==> src/rtl/cdb_pkg.sv <==
// Shared CDB arbiter types: default ROB geometry, broadcast bus struct and the ROB age helper.
package cdb_pkg;

  localparam int unsigned ROB_DEPTH     = 32;
  localparam int unsigned TAG_W         = $clog2(ROB_DEPTH);

  // Widest supported tag (ROB_DEPTH up to 256); the age helper also has room for the rdptr wrap bit.
  localparam int unsigned CDB_TAG_W_MAX = 8;
  localparam int unsigned CDB_AGE_W     = CDB_TAG_W_MAX + 1;

  typedef struct packed {
    logic                     val;
    logic [CDB_TAG_W_MAX-1:0] robtag;
    logic [31:0]              swaddr;
  } cdb_bus_t;

  // Distance of a tag from the ROB head, wrapped to tag_w bits.
  function automatic logic [CDB_AGE_W-1:0] cdb_age(
    input logic [CDB_AGE_W-1:0] tag,
    input logic [CDB_AGE_W-1:0] rdptr,
    input int unsigned          tag_w
  );
    logic [CDB_AGE_W-1:0] mask;
    mask = '0;
    for (int unsigned b = 0; b < CDB_AGE_W; b++) begin
      if (b < tag_w) mask[b] = 1'b1;
    end
    return (tag - rdptr) & mask;
  endfunction

endpackage

==> src/rtl/cdb_rr_select.sv <==
// Round-robin one-hot grant: first set request at or above ptr_i, wrapping around.
module cdb_rr_select #(
  parameter int unsigned NUM_REQ = 4,
  parameter int unsigned PTR_W   = 2
) (
  input  logic [NUM_REQ-1:0] req_i,
  input  logic [PTR_W-1:0]   ptr_i,
  output logic [NUM_REQ-1:0] gnt_o
);
  import cdb_pkg::*;

  logic [PTR_W-1:0] idx;
  logic             found;

  always_comb begin
    gnt_o = '0;
    found = 1'b0;
    idx   = '0;
    for (int unsigned k = 0; k < NUM_REQ; k++) begin
      idx = PTR_W'((32'(ptr_i) + k) % NUM_REQ);
      if (!found && req_i[idx]) begin
        gnt_o[idx] = 1'b1;
        found      = 1'b1;
      end
    end
  end

endmodule

==> src/rtl/cdb_arbiter.sv <==
// Common data bus arbiter: squashes results younger than a mispredicted branch and registers one broadcast per cycle.
// Define CDB_ARB_AGE_PRIO_EN to grant the oldest eligible result instead of round-robin.
module cdb_arbiter #(
  parameter int unsigned NUM_REQ   = 4,
  parameter int unsigned ROB_DEPTH = cdb_pkg::ROB_DEPTH,
  localparam int unsigned TAG_W    = $clog2(ROB_DEPTH)
) (
  input  logic                          clk,
  input  logic                          rst_b,
  input  logic [NUM_REQ-1:0]            fu_req,
  input  logic [NUM_REQ-1:0][TAG_W-1:0] fu_robtag,
  input  logic [NUM_REQ-1:0][31:0]      fu_data,
  output logic [NUM_REQ-1:0]            fu_ack,
  input  logic [TAG_W:0]                rob_rdptr,
  input  logic                          cdb_flush,
  input  logic [TAG_W-1:0]              cfc_robtag,
  output logic                          cdb_val,
  output logic [TAG_W-1:0]              cdb_robtag,
  output logic [31:0]                   cdb_swaddr
);
  import cdb_pkg::*;

  localparam int unsigned PTR_W = (NUM_REQ > 1) ? $clog2(NUM_REQ) : 1;

  logic [CDB_AGE_W-1:0]              cfc_age;
  logic [NUM_REQ-1:0][CDB_AGE_W-1:0] req_age;
  logic [NUM_REQ-1:0]                squash;
  logic [NUM_REQ-1:0]                elig;
  logic [NUM_REQ-1:0]                gnt;
  logic                              gnt_any;
  logic [PTR_W-1:0]                  gnt_idx;
  cdb_bus_t                          bus_q, bus_d;

  always_comb begin
    req_age = '0;
    squash  = '0;
    cfc_age = cdb_age(CDB_AGE_W'(cfc_robtag), CDB_AGE_W'(rob_rdptr), TAG_W);
    for (int unsigned i = 0; i < NUM_REQ; i++) begin
      req_age[i] = cdb_age(CDB_AGE_W'(fu_robtag[i]), CDB_AGE_W'(rob_rdptr), TAG_W);
      squash[i]  = cdb_flush & fu_req[i] & (req_age[i] > cfc_age);
    end
    elig = fu_req & ~squash;
  end

`ifdef CDB_ARB_AGE_PRIO_EN
  logic [CDB_AGE_W-1:0] best_age;
  logic [PTR_W-1:0]     best_idx;
  logic                 found;

  // Strict less-than keeps the lowest index on equal ages.
  always_comb begin
    gnt      = '0;
    best_age = '1;
    best_idx = '0;
    found    = 1'b0;
    for (int unsigned i = 0; i < NUM_REQ; i++) begin
      if (elig[i] && (!found || (req_age[i] < best_age))) begin
        found    = 1'b1;
        best_age = req_age[i];
        best_idx = PTR_W'(i);
      end
    end
    if (found) gnt[best_idx] = 1'b1;
  end
`else
  logic [PTR_W-1:0] rr_ptr_q, rr_ptr_d;

  cdb_rr_select #(
    .NUM_REQ (NUM_REQ),
    .PTR_W   (PTR_W)
  ) u_rr_select (
    .req_i (elig),
    .ptr_i (rr_ptr_q),
    .gnt_o (gnt)
  );

  always_comb begin
    rr_ptr_d = rr_ptr_q;
    if (gnt_any) begin
      rr_ptr_d = (gnt_idx == PTR_W'(NUM_REQ - 1)) ? '0 : gnt_idx + 1'b1;
    end
  end

  always_ff @(posedge clk or negedge rst_b) begin
    if (!rst_b) rr_ptr_q <= '0;
    else        rr_ptr_q <= rr_ptr_d;
  end
`endif

  always_comb begin
    gnt_idx = '0;
    for (int unsigned i = 0; i < NUM_REQ; i++) begin
      if (gnt[i]) gnt_idx = PTR_W'(i);
    end
  end

  assign gnt_any = |gnt;

  // A squashed registered broadcast can only stay valid through a fresh grant, which overwrites it.
  always_comb begin
    bus_d     = bus_q;
    bus_d.val = gnt_any;
    if (gnt_any) begin
      bus_d.robtag = CDB_TAG_W_MAX'(fu_robtag[gnt_idx]);
      bus_d.swaddr = fu_data[gnt_idx];
    end
  end

  always_ff @(posedge clk or negedge rst_b) begin
    if (!rst_b) bus_q <= '0;
    else        bus_q <= bus_d;
  end

  assign fu_ack     = rst_b ? (gnt | squash) : '0;
  assign cdb_val    = bus_q.val;
  assign cdb_robtag = TAG_W'(bus_q.robtag);
  assign cdb_swaddr = bus_q.swaddr;

endmodule

==> config.mk <==
export PLATFORM = sky130hd
export DESIGN_NAME = cdb_arbiter
export DESIGN_NICKNAME = d
export VERILOG_FILES = /design/src/rtl/cdb_pkg.sv /design/src/rtl/cdb_rr_select.sv /design/src/rtl/cdb_arbiter.sv
export SDC_FILE = /design/constraint.sdc
export NUM_CORES = 1
export LEC_CHECK = 0
export CAP_MARGIN = 5
export CORE_UTILIZATION = 40
export CTS_CLUSTER_DIAMETER = 60
export CTS_CLUSTER_SIZE = 14
export DETAILED_ROUTE_END_ITERATION = 8
export PLACE_DENSITY = 0.86
export SYNTH_ARGS = -nofsm -noshare
export SYNTH_HDL_FRONTEND = slang
export SYNTH_SLANG_ARGS = --single-unit
==> constraint.sdc <==
create_clock -name clk -period 7.9 [get_ports clk]
set_input_delay 1.58 -clock clk [delete_from_list [all_inputs] [get_ports clk]]
set_output_delay 1.58 -clock clk [all_outputs]
set_load 0.01 [all_outputs]
### After elaboration in Yosys (flattened, before gate mapping)

Cells that the tools add are included.

| cells by class | value |
|---|---|
| equality and inequality tests | 1 |
| add/subtract/negate cells | 9 |
| shift-type cells | 0 |
| magnitude comparators | 13 |
| multiplexer cells | 32 |
| multiply operators | 0 |
| bitwise gates (word level) | 14 |
| reductions and logical operators | 11 |
| div/mod/pow operators | 0 |

Operator list:

| operator | count |
|---|---|
| 32-bit binary-select mux with 2-bit select | 1 |
| 32-bit two-way mux | 1 |
| 5-bit subtractor | 5 |
| 5-bit > comparator | 4 |
| 4-bit two-way mux | 5 |
| 4-bit bitwise OR | 4 |
| 2-bit by 3-bit less-than comparator with 1-bit output, second input constant | 5 |
| 1-bit two-way mux | 12 |
| 5-bit binary-select mux with 2-bit select | 1 |
| 1-bit bitwise AND | 8 |
| 1-bit binary-select mux with 2-bit select | 4 |
| 1-bit demux with 2-bit select | 4 |
| 2-bit by 1-bit >= comparator with 1-bit output, second input constant | 4 |
| 1-bit logical AND | 7 |
| 2-bit two-way mux | 3 |
| 5-bit two-way mux | 1 |
| 2-bit by 1-bit adder with 2-bit output, second input constant | 2 |
| 2-bit adder, second input constant | 2 |
| 4-bit bitwise AND | 1 |
| 4-bit NOT | 1 |
| 4-bit OR reduction | 1 |
| 1-bit logical NOT | 3 |
| 2-bit equality test, second input constant | 1 |

| word-level totals | value |
|---|---|
| input bits | 166 |
| memory bits (read-only) | 0 |
| memories | 0 |
| output and inout bits | 42 |
| latch bits | 0 |
| register bits after elaboration | 40 |
| RAM bits | 0 |

### Longest topological paths before layout

Gate-level depths: netlist of the first run.

| logic depth | value |
|---|---|
| depth in word-level cells | 22 |
| depth in mapped cells | 22 |
| depth with buffers taken out | 19 |

### Modules after synthesis

Synthesis of the first run repeated with hierarchy kept, for this count alone.

| second synthesis, totals | value |
|---|---|
| cells, all modules | 529 |
| area total of the unflattened synthesis | 4,159.0 um^2 |

Modules (own cells, without submodules):

| module | seq. area each (um^2) | area each (um^2) | instances | cells each |
|---|---|---|---|---|
| cdb_arbiter | 1,001.0 | 3,821.2 | 1 | 493 |
| cdb_rr_select | 0.0 | 337.8 | 1 | 36 |

### Worst setup path before layout of the first run

Ideal clock, no wire load.

| timing path | value |
|---|---|
| path kind | in2out |
| start point | in rob_rdptr[1] |
| end point | out fu_ack[3] |
| data arrival time | 5.644 ns |
| required time | 6.320 ns |
| path slack | 0.676 ns |
| path buffers | 2 |
| stages | 17 |
| cells stage by stage | inv_1 fa_1 a21o_1 a21oi_1 xnor2_1 ha_1 inv_1 a2111oi_4 a311o_2 o2111ai_1 o31ai_2 a31o_2 a31o_2 a311oi_1 clkbuf_1 clkbuf_1 a21boi_0 |

| on the way | value |
|---|---|
| word-level cells in the longest chain between the ends | 19 |
| elaborated cells on any way between the ends | 41 |
| those cells by class | add/sub: 5; order compare: 4; mux: 16; bitwise: 10; reduce/logical: 6 |

Ends and longest elaborated chain:

| item | line | source |
|---|---|---|
| start, declared | cdb_arbiter.sv:14 | `input logic [TAG_W:0] rob_rdptr,` |
| 5-bit subtractor | cdb_pkg.sv:28 | `return (tag - rdptr) & mask;` |
| 5-bit > comparator | cdb_arbiter.sv:40 | `squash[i] = cdb_flush & fu_req[i] & (req_age[i] > cfc_age);` |
| 1-bit bitwise AND | cdb_arbiter.sv:40 |  |
| 4-bit NOT | cdb_arbiter.sv:42 | `elig = fu_req & ~squash;` |
| 4-bit bitwise AND | cdb_arbiter.sv:42 |  |
| 1-bit binary-select mux with 2-bit select | cdb_rr_select.sv:21 | `if (!found && req_i[idx]) begin` |
| 1-bit two-way mux (not written as such) | cdb_rr_select.sv:21 |  |
| 1-bit two-way mux | cdb_rr_select.sv:21 |  |
| [... 3 more ...] | - |  |
| 1-bit logical NOT | cdb_rr_select.sv:21 |  |
| 1-bit logical AND | cdb_rr_select.sv:21 |  |
| 1-bit two-way mux | cdb_rr_select.sv:21 |  |
| 1-bit logical NOT | cdb_rr_select.sv:21 |  |
| 1-bit logical AND | cdb_rr_select.sv:21 |  |
| 4-bit two-way mux | cdb_rr_select.sv:21 |  |
| 4-bit bitwise OR (*) | cdb_arbiter.sv:114 | `assign fu_ack = rst_b ? (gnt \| squash) : '0;` |
| 4-bit two-way mux (*) | cdb_arbiter.sv:114 |  |
| end, declared | cdb_arbiter.sv:13 | `output logic [NUM_REQ-1:0] fu_ack,` |

Mark *: on every way between the ends. The rest lies on a longest branch, timed or not. The select of a mux whose other input is x is not followed.

### Worst setup path after layout of the first run

| timing path | value |
|---|---|
| start point | in rob_rdptr[0] |
| end point | out fu_ack[2] |

The elaborated chain is that of the path after synthesis.

==> metrics.yaml, run 1 <==
clocking:
  cts_buffers: 5
  clkTransAtPathRegs_ns: 0.07
  clk_path_buf_depth: 2
  ctsHtreeMaxLevel: 2
  clockRootBuffer: "clkbuf_8"
  clock-sinks: 40
  clk_latency_ns: 0.29
  cts_tree: "built"
critical_path:
  cp_top_family: "compound AO/OA/AOI/OAI gates"
  path_class: "in -> out"
  slowest_stage: "clkdlybuf4s50_1"
  crit_path_start_kind: "input pin"
  max_stage_delay_ns: 0.55
  crit_buf_inv: 5
  cp_max_fo: 5
  crit_path_end_kind: "output pin"
  required_ns: 6.32
  crit_arrival_ns: 6.16
  crit_chain: "clkdlybuf4s50_1 > buf_4 > ha_1 > inv_1 > fa_1 > a21o_1 > a21oi_1 > xnor2_1 > ha_1 > inv_1 > a41oi_1 > a211oi_2 > and2_1 > o32a_1 > a211o_1 > a211oi_4 > a311oi_4 > o31a_1 > nor2b_1 > clkdlybuf4s50_1"
floorplan:
  die_y_um: 107
  die-area_sq_mm: 0.0114
  core.rowCount: 37
  start_util_pct: 41.9
  io_pins: 208
  die_width_um: 107
  design.core.area_sq_mm: 0.0105
yosys:
  syn_area_sq_mm: 0.00440
  synth_flop_cell: "dfrtp_1"
  synth_top_area_share_pct: 22.7
  yosysMostFrequentCell: "nor3_1"
  ys.warnings.count: 0
  synthTopCellsByArea: "dfrtp_1 (23%), ha_1 (11%), mux2_2 (9.7%)"
  yosys-top-cells-count: "nor3_1 (78), nor2_1 (52), dfrtp_1 (40)"
  avgSynthCellArea_sq_um: 8.82
  syn_nets: 709
  netlist_instances: 499
  yosys.area.top_type: "dfrtp_1"
  synth_cell_types: 67
  ys_seq_area_share_pct: 22.7
  synth-async-reset-ratio_pct: 100
  ys_ff_latch: 40
  synth_edf_count: 0
sta:
  finalHoldViolations: 0
  worst_slack_ns: 0.162
  slew_violations: 0
  setup_tns_ns: 0
  max_slew_margin_pct: 30.4
  min_period_ns: 7.74
  tightest_slew_ns: 1.04
  setup_violations: 0
  fmax_ghz: 0.129
  skew_ns: 0.0121
  fin_crit_sh_pct: 98.0
  rsz0062_at_grt: "no"
route:
  wl_per_cell_um: 18.5
  firstDrtPassIters: 5
  met3_length_mm: 1.04
  detail-route-antenna-nets: 0
  drt-total-wl_mm: 15.7
  top_layer: "met4"
  vias: 4893
  via_per_inst: 5.78
  drc_errors: 0
  met1_length_mm: 6.08
  drt_iter0_markers: 246
  dr_wl_met2_mm: 8.04
grt:
  grt_max_degree: 45
  grt_use_total_pct: 27.2
  grt_overflow_total: 0
  grt_pass1_wl_mm: 24.6
  grt_pass1_vias: 5093
  antenna_found_initial: 0
job:
  maxCapViolations: 0
finish:
  fin_nets: 919
  insertedDiodeCount: 0
  num-fill-cells: 815
  drive_above_1_share_pct: 17.2
  area_growth_pct: 56.2
power:
  power_leakage_nw: 2.71
  powerDensity_mw_per_mm2: 430
  irDropWorstVdd_v: 0.000386
place:
  place.gp.congestion: 0.934
  hpwlAfterDp_mm: 12.0
  port_buffers: 206
  place_ws_ns: 0.0148
min_path:
  min_path_type: "reg -> reg"
run_status:
  run_status: "complete, no violations"
## what timing repair did
item                                   in CTS  in global routing
endpoints found under the hold margin       0                  0
hold buffers                                0                  0
setup buffers                               0                  4
setup endpoints to repair                   0                  4
gates resized for setup                     0                 13
## power breakdown
part           switching, mW  internal (mW)  leakage (nW)  total, mW
clock network         0.0739         0.0711        0.0445      0.145
registers             0.0876          0.341         0.445      0.429
logic                   1.31           1.07          2.22       2.38
## cell families (layout without fill, tap and decap cells)
kind of cell | after synthesis | after routing | share of synthesized area [%]
buffers and inverters | 55 | 266 | 5.46
DFF | 40 | 40 | 22.7
xor gates and xnor gates | 25 | 25 | 4.98
adders and majority gates | 46 | 46 | 13.8
AOI/OAI and AO/OA | 123 | 123 | 23.6
and+or+nand+nor | 172 | 172 | 19.6
muxes | 38 | 38 | 9.72
## layout by cell type, fill, tap and decap left out, types with 4 or more instances in the layout
cell type and instances:
inv_1 26, a31o_2 4, mux2_2 38, buf_4 25
o21ai_0 6, nor3_1 78, a21o_1 8, clkdlybuf4s50_1 204
o22ai_1 18, nor2_1 52, nand3_1 5, a21oi_1 16
nand2_1 10, a311oi_1 4, nand2b_1 6, clkbuf_8 6
xnor2_1 13, fa_1 5, o22ai_2 20, dfrtp_1 40
ha_1 39, xor2_1 11, nor2b_1 4
## layer usage
metal	GRT usage (%)	vias up
met1	30.8	2340
met3	4.26	46
met2	49.9	223
met4	12.6	0
met5	0	-
li1	-	2284
## sequential cells by signal, summed over array words and instances (netlist names)
register and flops:
cdb_swaddr 32, cdb_robtag 5, rr_ptr_q 2, cdb_val 1
## per-stage QoR
| stage | cells | hold WS, ns | power (mW) | util (%) | instance area [sq um] |
|---|---|---|---|---|---|
| after floorplan | 499 | 0.540 | 2.03 | - | 4400 |
| after global placement | 834 | 0.542 | 2.67 | 63.7 | 6690 |
| after detailed placement | 834 | 0.551 | 2.75 | 63.7 | 6690 |
| after CTS | 842 | 0.569 | 2.91 | 64.6 | 6790 |
| after global routing | 846 | 0.611 | 3.16 | 65.4 | 6870 |
| final | 846 | 0.581 | 2.96 | 65.4 | 6870 |
## path summary, 6_finish.rpt
path,cells past startpoint,startpoint,slack (ns),endpoint
max,20,rob_rdptr[0],0.16,fu_ack[2]
max reg2reg,14,rr_ptr_q[0],3.43,cdb_swaddr[8]
max in group asynchronous,1,rst_b,5.78,cdb_robtag[4]
min,1,cdb_robtag[0],0.58,cdb_robtag[0]
min in group asynchronous,1,rst_b,1.45,cdb_swaddr[21]
min reg2reg,1,cdb_robtag[0],0.58,cdb_robtag[0]
## cell type report
| class | instances | area [sq um] | share of cell area, % |
|---|---|---|---|
| tap | 136 | 170 | 2.48 |
| sequential | 40 | 1000 | 14.6 |
| timing repair buffer | 231 | 2250 | 32.7 |
| clock buffer | 7 | 86.3 | 1.26 |
| multi-input combinational | 404 | 3260 | 47.4 |
| clock inverter | 1 | 7.51 | 0.109 |
| inverter | 27 | 101 | 1.47 |
Power figures use the tool's default switching activity.
==> inputs of run 2 (changes only) <==
--- a/config.mk
+++ b/config.mk
@@ -5,12 +5,13 @@
 export SDC_FILE = /design/constraint.sdc
 export NUM_CORES = 1
 export LEC_CHECK = 0
-export CAP_MARGIN = 5
+export CAP_MARGIN = 25
 export CORE_UTILIZATION = 40
 export CTS_CLUSTER_DIAMETER = 60
 export CTS_CLUSTER_SIZE = 14
 export DETAILED_ROUTE_END_ITERATION = 8
 export PLACE_DENSITY = 0.86
+export REMOVE_ABC_BUFFERS = 1
 export SYNTH_ARGS = -nofsm -noshare
 export SYNTH_HDL_FRONTEND = slang
 export SYNTH_SLANG_ARGS = --single-unit
==> metrics.yaml, run 2 (synthesized netlist as in run 1, its figures left out) <==
run_status:
  run_status: "complete, no violations"
floorplan:
  design.core.area_sq_mm: 0.0105  # unchanged
  start_util_pct: 41.9  # unchanged
  die-area_sq_mm: 0.0114  # unchanged
  die_y_um: 107  # unchanged
  io_pins: 208  # unchanged
  die_width_um: 107  # unchanged
  core.rowCount: 37  # unchanged
critical_path:
  required_ns: 6.32  # about the same
  crit_path_start: "rob_rdptr[0]"
  r2r_cells: 13  # -1
  r2r-start: "rr_ptr_q[0]"
  cp_max_fo: 5  # unchanged
  regToRegEndpoint: "cdb_swaddr[5]"
  crit_arrival_ns: 5.93  # -0.23 ns
  crit_path_end_kind: "output pin"
  path_class: "in -> out"
  crit_path_start_kind: "input pin"
  rrSetupSlack_ns: 3.40  # -0.03 ns
finish:
  largest_register_ffs: 32  # unchanged
  insertedDiodeCount: 0  # unchanged
  final_util_pct: 65.1  # -0.33 points
  num-fill-cells: 797  # -2.2%
  mostFrequentLayoutCells: "clkdlybuf4s50_1 (201), nor3_1 (78), nor2_1 (52)"
  drive_above_1_share_pct: 16.1  # -1.1 points
  fin_nets: 910  # -0.98%
  fin_area_sq_mm: 0.00684  # -0.51%
  layout_commonest_cell: "clkdlybuf4s50_1"
  area_growth_pct: 55.4
route:
  drt-total-wl_mm: 15.5  # -1.4%
  wl_per_cell_um: 18.5  # -0.29%
  detail-route-antenna-nets: 0  # unchanged
  drt_iter0_markers: 188  # -24%
  drc_errors: 0  # unchanged
  firstDrtPassIters: 4  # -1
  via_per_inst: 5.76  # -0.35%
  vias: 4824  # -1.4%
power:
  powerDensity_mw_per_mm2: 433  # +0.65%
  power_leakage_nw: 2.73  # +0.97%
  irDropWorstVdd_v: 0.000321  # -17%
grt:
  antenna_found_initial: 0  # unchanged
  grt_overflow_total: 0  # unchanged
  grt_max_degree: 43  # -4.4%
  grt_pass1_vias: 5151  # +1.1%
  grt_use_total_pct: 27.1  # -0.20 points
  grt_pass1_wl_mm: 24.5  # -0.59%
sta:
  rsz0062_at_grt: "no"
  setup_tns_ns: 0  # unchanged
  whs_ns: 0.558  # -0.0224 ns
  setup_violations: 0  # unchanged
  tightest_slew_ns: 0.601  # -0.442 ns
  max_slew_margin_pct: 59.9  # +29 points
  finalHoldViolations: 0  # unchanged
  fmax_ghz: 0.133  # +3.1%
  skew_ns: 0.0113  # -0.000764 ns
  slew_violations: 0  # unchanged
  fin_crit_sh_pct: 95.0  # -2.9 points
  min_period_ns: 7.51  # -0.230 ns
clocking:
  cts_tree: "built"
  clk_path_buf_depth: 2  # unchanged
  hold_buffers: 0  # unchanged
  cts_buffers: 5  # unchanged
  clk_latency_ns: 0.30  # about the same
  clockRootBuffer: "clkbuf_8"
  clkTransAtPathRegs_ns: 0.08  # about the same
  ctsHtreeMaxLevel: 2  # unchanged
  clock-sinks: 40  # unchanged
place:
  port_buffers: 206  # unchanged
  hpwlAfterDp_mm: 11.7  # -2.3%
  postPlaceCellArea_sq_mm: 0.00665  # -0.58%
  place.gp.congestion: 0.881  # -5.7%
min_path:
  min_path_type: "reg -> reg"
  hold_end: "cdb_robtag[0]"
  min_path_cells: 1  # unchanged
  hp-start: "cdb_robtag[0]"
job:
  maxCapViolations: 0  # unchanged
run 2: changes by cell type in the layout (fill, tap and decap cells not counted), moves of 2 or more:
cell / previous run / this run
buf_4: 25 / 14
clkdlybuf4s50_1: 204 / 201
dlymetal6s2s_1: 1 / 4
a21oi_1: 16 / 18
a21oi_2: 3 / 1
run 2: critical path, cell delays in order:
cell	delay [ns]
clkdlybuf4s50_1	0.49
buf_4	0.15
ha_1	0.18
inv_1	0.06
fa_1	0.40
xor2_1	0.18
ha_1	0.32
nand2_1	0.06
o21ai_0	0.19
maj3_1	0.23
a21oi_1	0.10
o32ai_1	0.51
a21boi_0	0.24
a41o_1	0.33
buf_6	0.16
a311o_2	0.39
o21a_1	0.19
dlymetal6s2s_1	0.16
run 2: per-layer routing:
layer	vias up	routed length (um)	track usage, %	share of wire (%)
met4	0	401	10.5	2.6
met1	2325	6150	29.5	40
met5	-	0	0	0
met3	36	897	5.05	5.8
met2	197	8030	51.2	52
li1	2266	-	-	-
run 2: layout make-up:
class                           instances  area [sq um]  share of cell area [%]
Sequential cell                        40          1000                    14.6
Tap cell                              136           170                    2.49
Multi-Input combinational cell        404          3250                    47.6
Inverter                               27           101                    1.48
Clock buffer                            6          72.6                    1.06
Timing Repair Buffer                  222          2200                    32.2
Clock inverter                          2          35.0                   0.512
run 2: worst max-delay path by stage:
stage	to	slack (ns)	cells past startpoint
floorplan	fu_ack[3]	-1.07	15
CTS	fu_ack[2]	0.01	21
finish	fu_ack[1]	0.39	18
detailed placement	fu_ack[2]	-0.08	20
global route	fu_ack[3]	0.25	17
global placement	fu_ack[2]	0.13	20
run 2: through the flow:
| step | cells | setup slack [ns] | power, mW |
|---|---|---|---|
| final | 837 | 0.391 | 2.96 |
| after global routing | 837 | 0.250 | 3.17 |
| after floorplan | 471 | -1.07 | 1.92 |
| after CTS | 835 | 0.00980 | 2.93 |
| after global placement | 827 | 0.125 | 2.66 |
| after detailed placement | 827 | -0.0795 | 2.75 |
run 2: timing repair:
action                                  4_1_cts  5_1_grt
cloned                                        0        0
pin swaps                                     1        3
resized for setup                             2       13
endpoints found under the setup margin        4        4
setup buffers                                 0        2
hold endpoints to repair                      0        0
run 2: power by group:
part	internal, mW	switching [mW]
logic	1.05	1.31
registers	0.341	0.0884
clock network	0.0939	0.0766
total	1.49	1.47
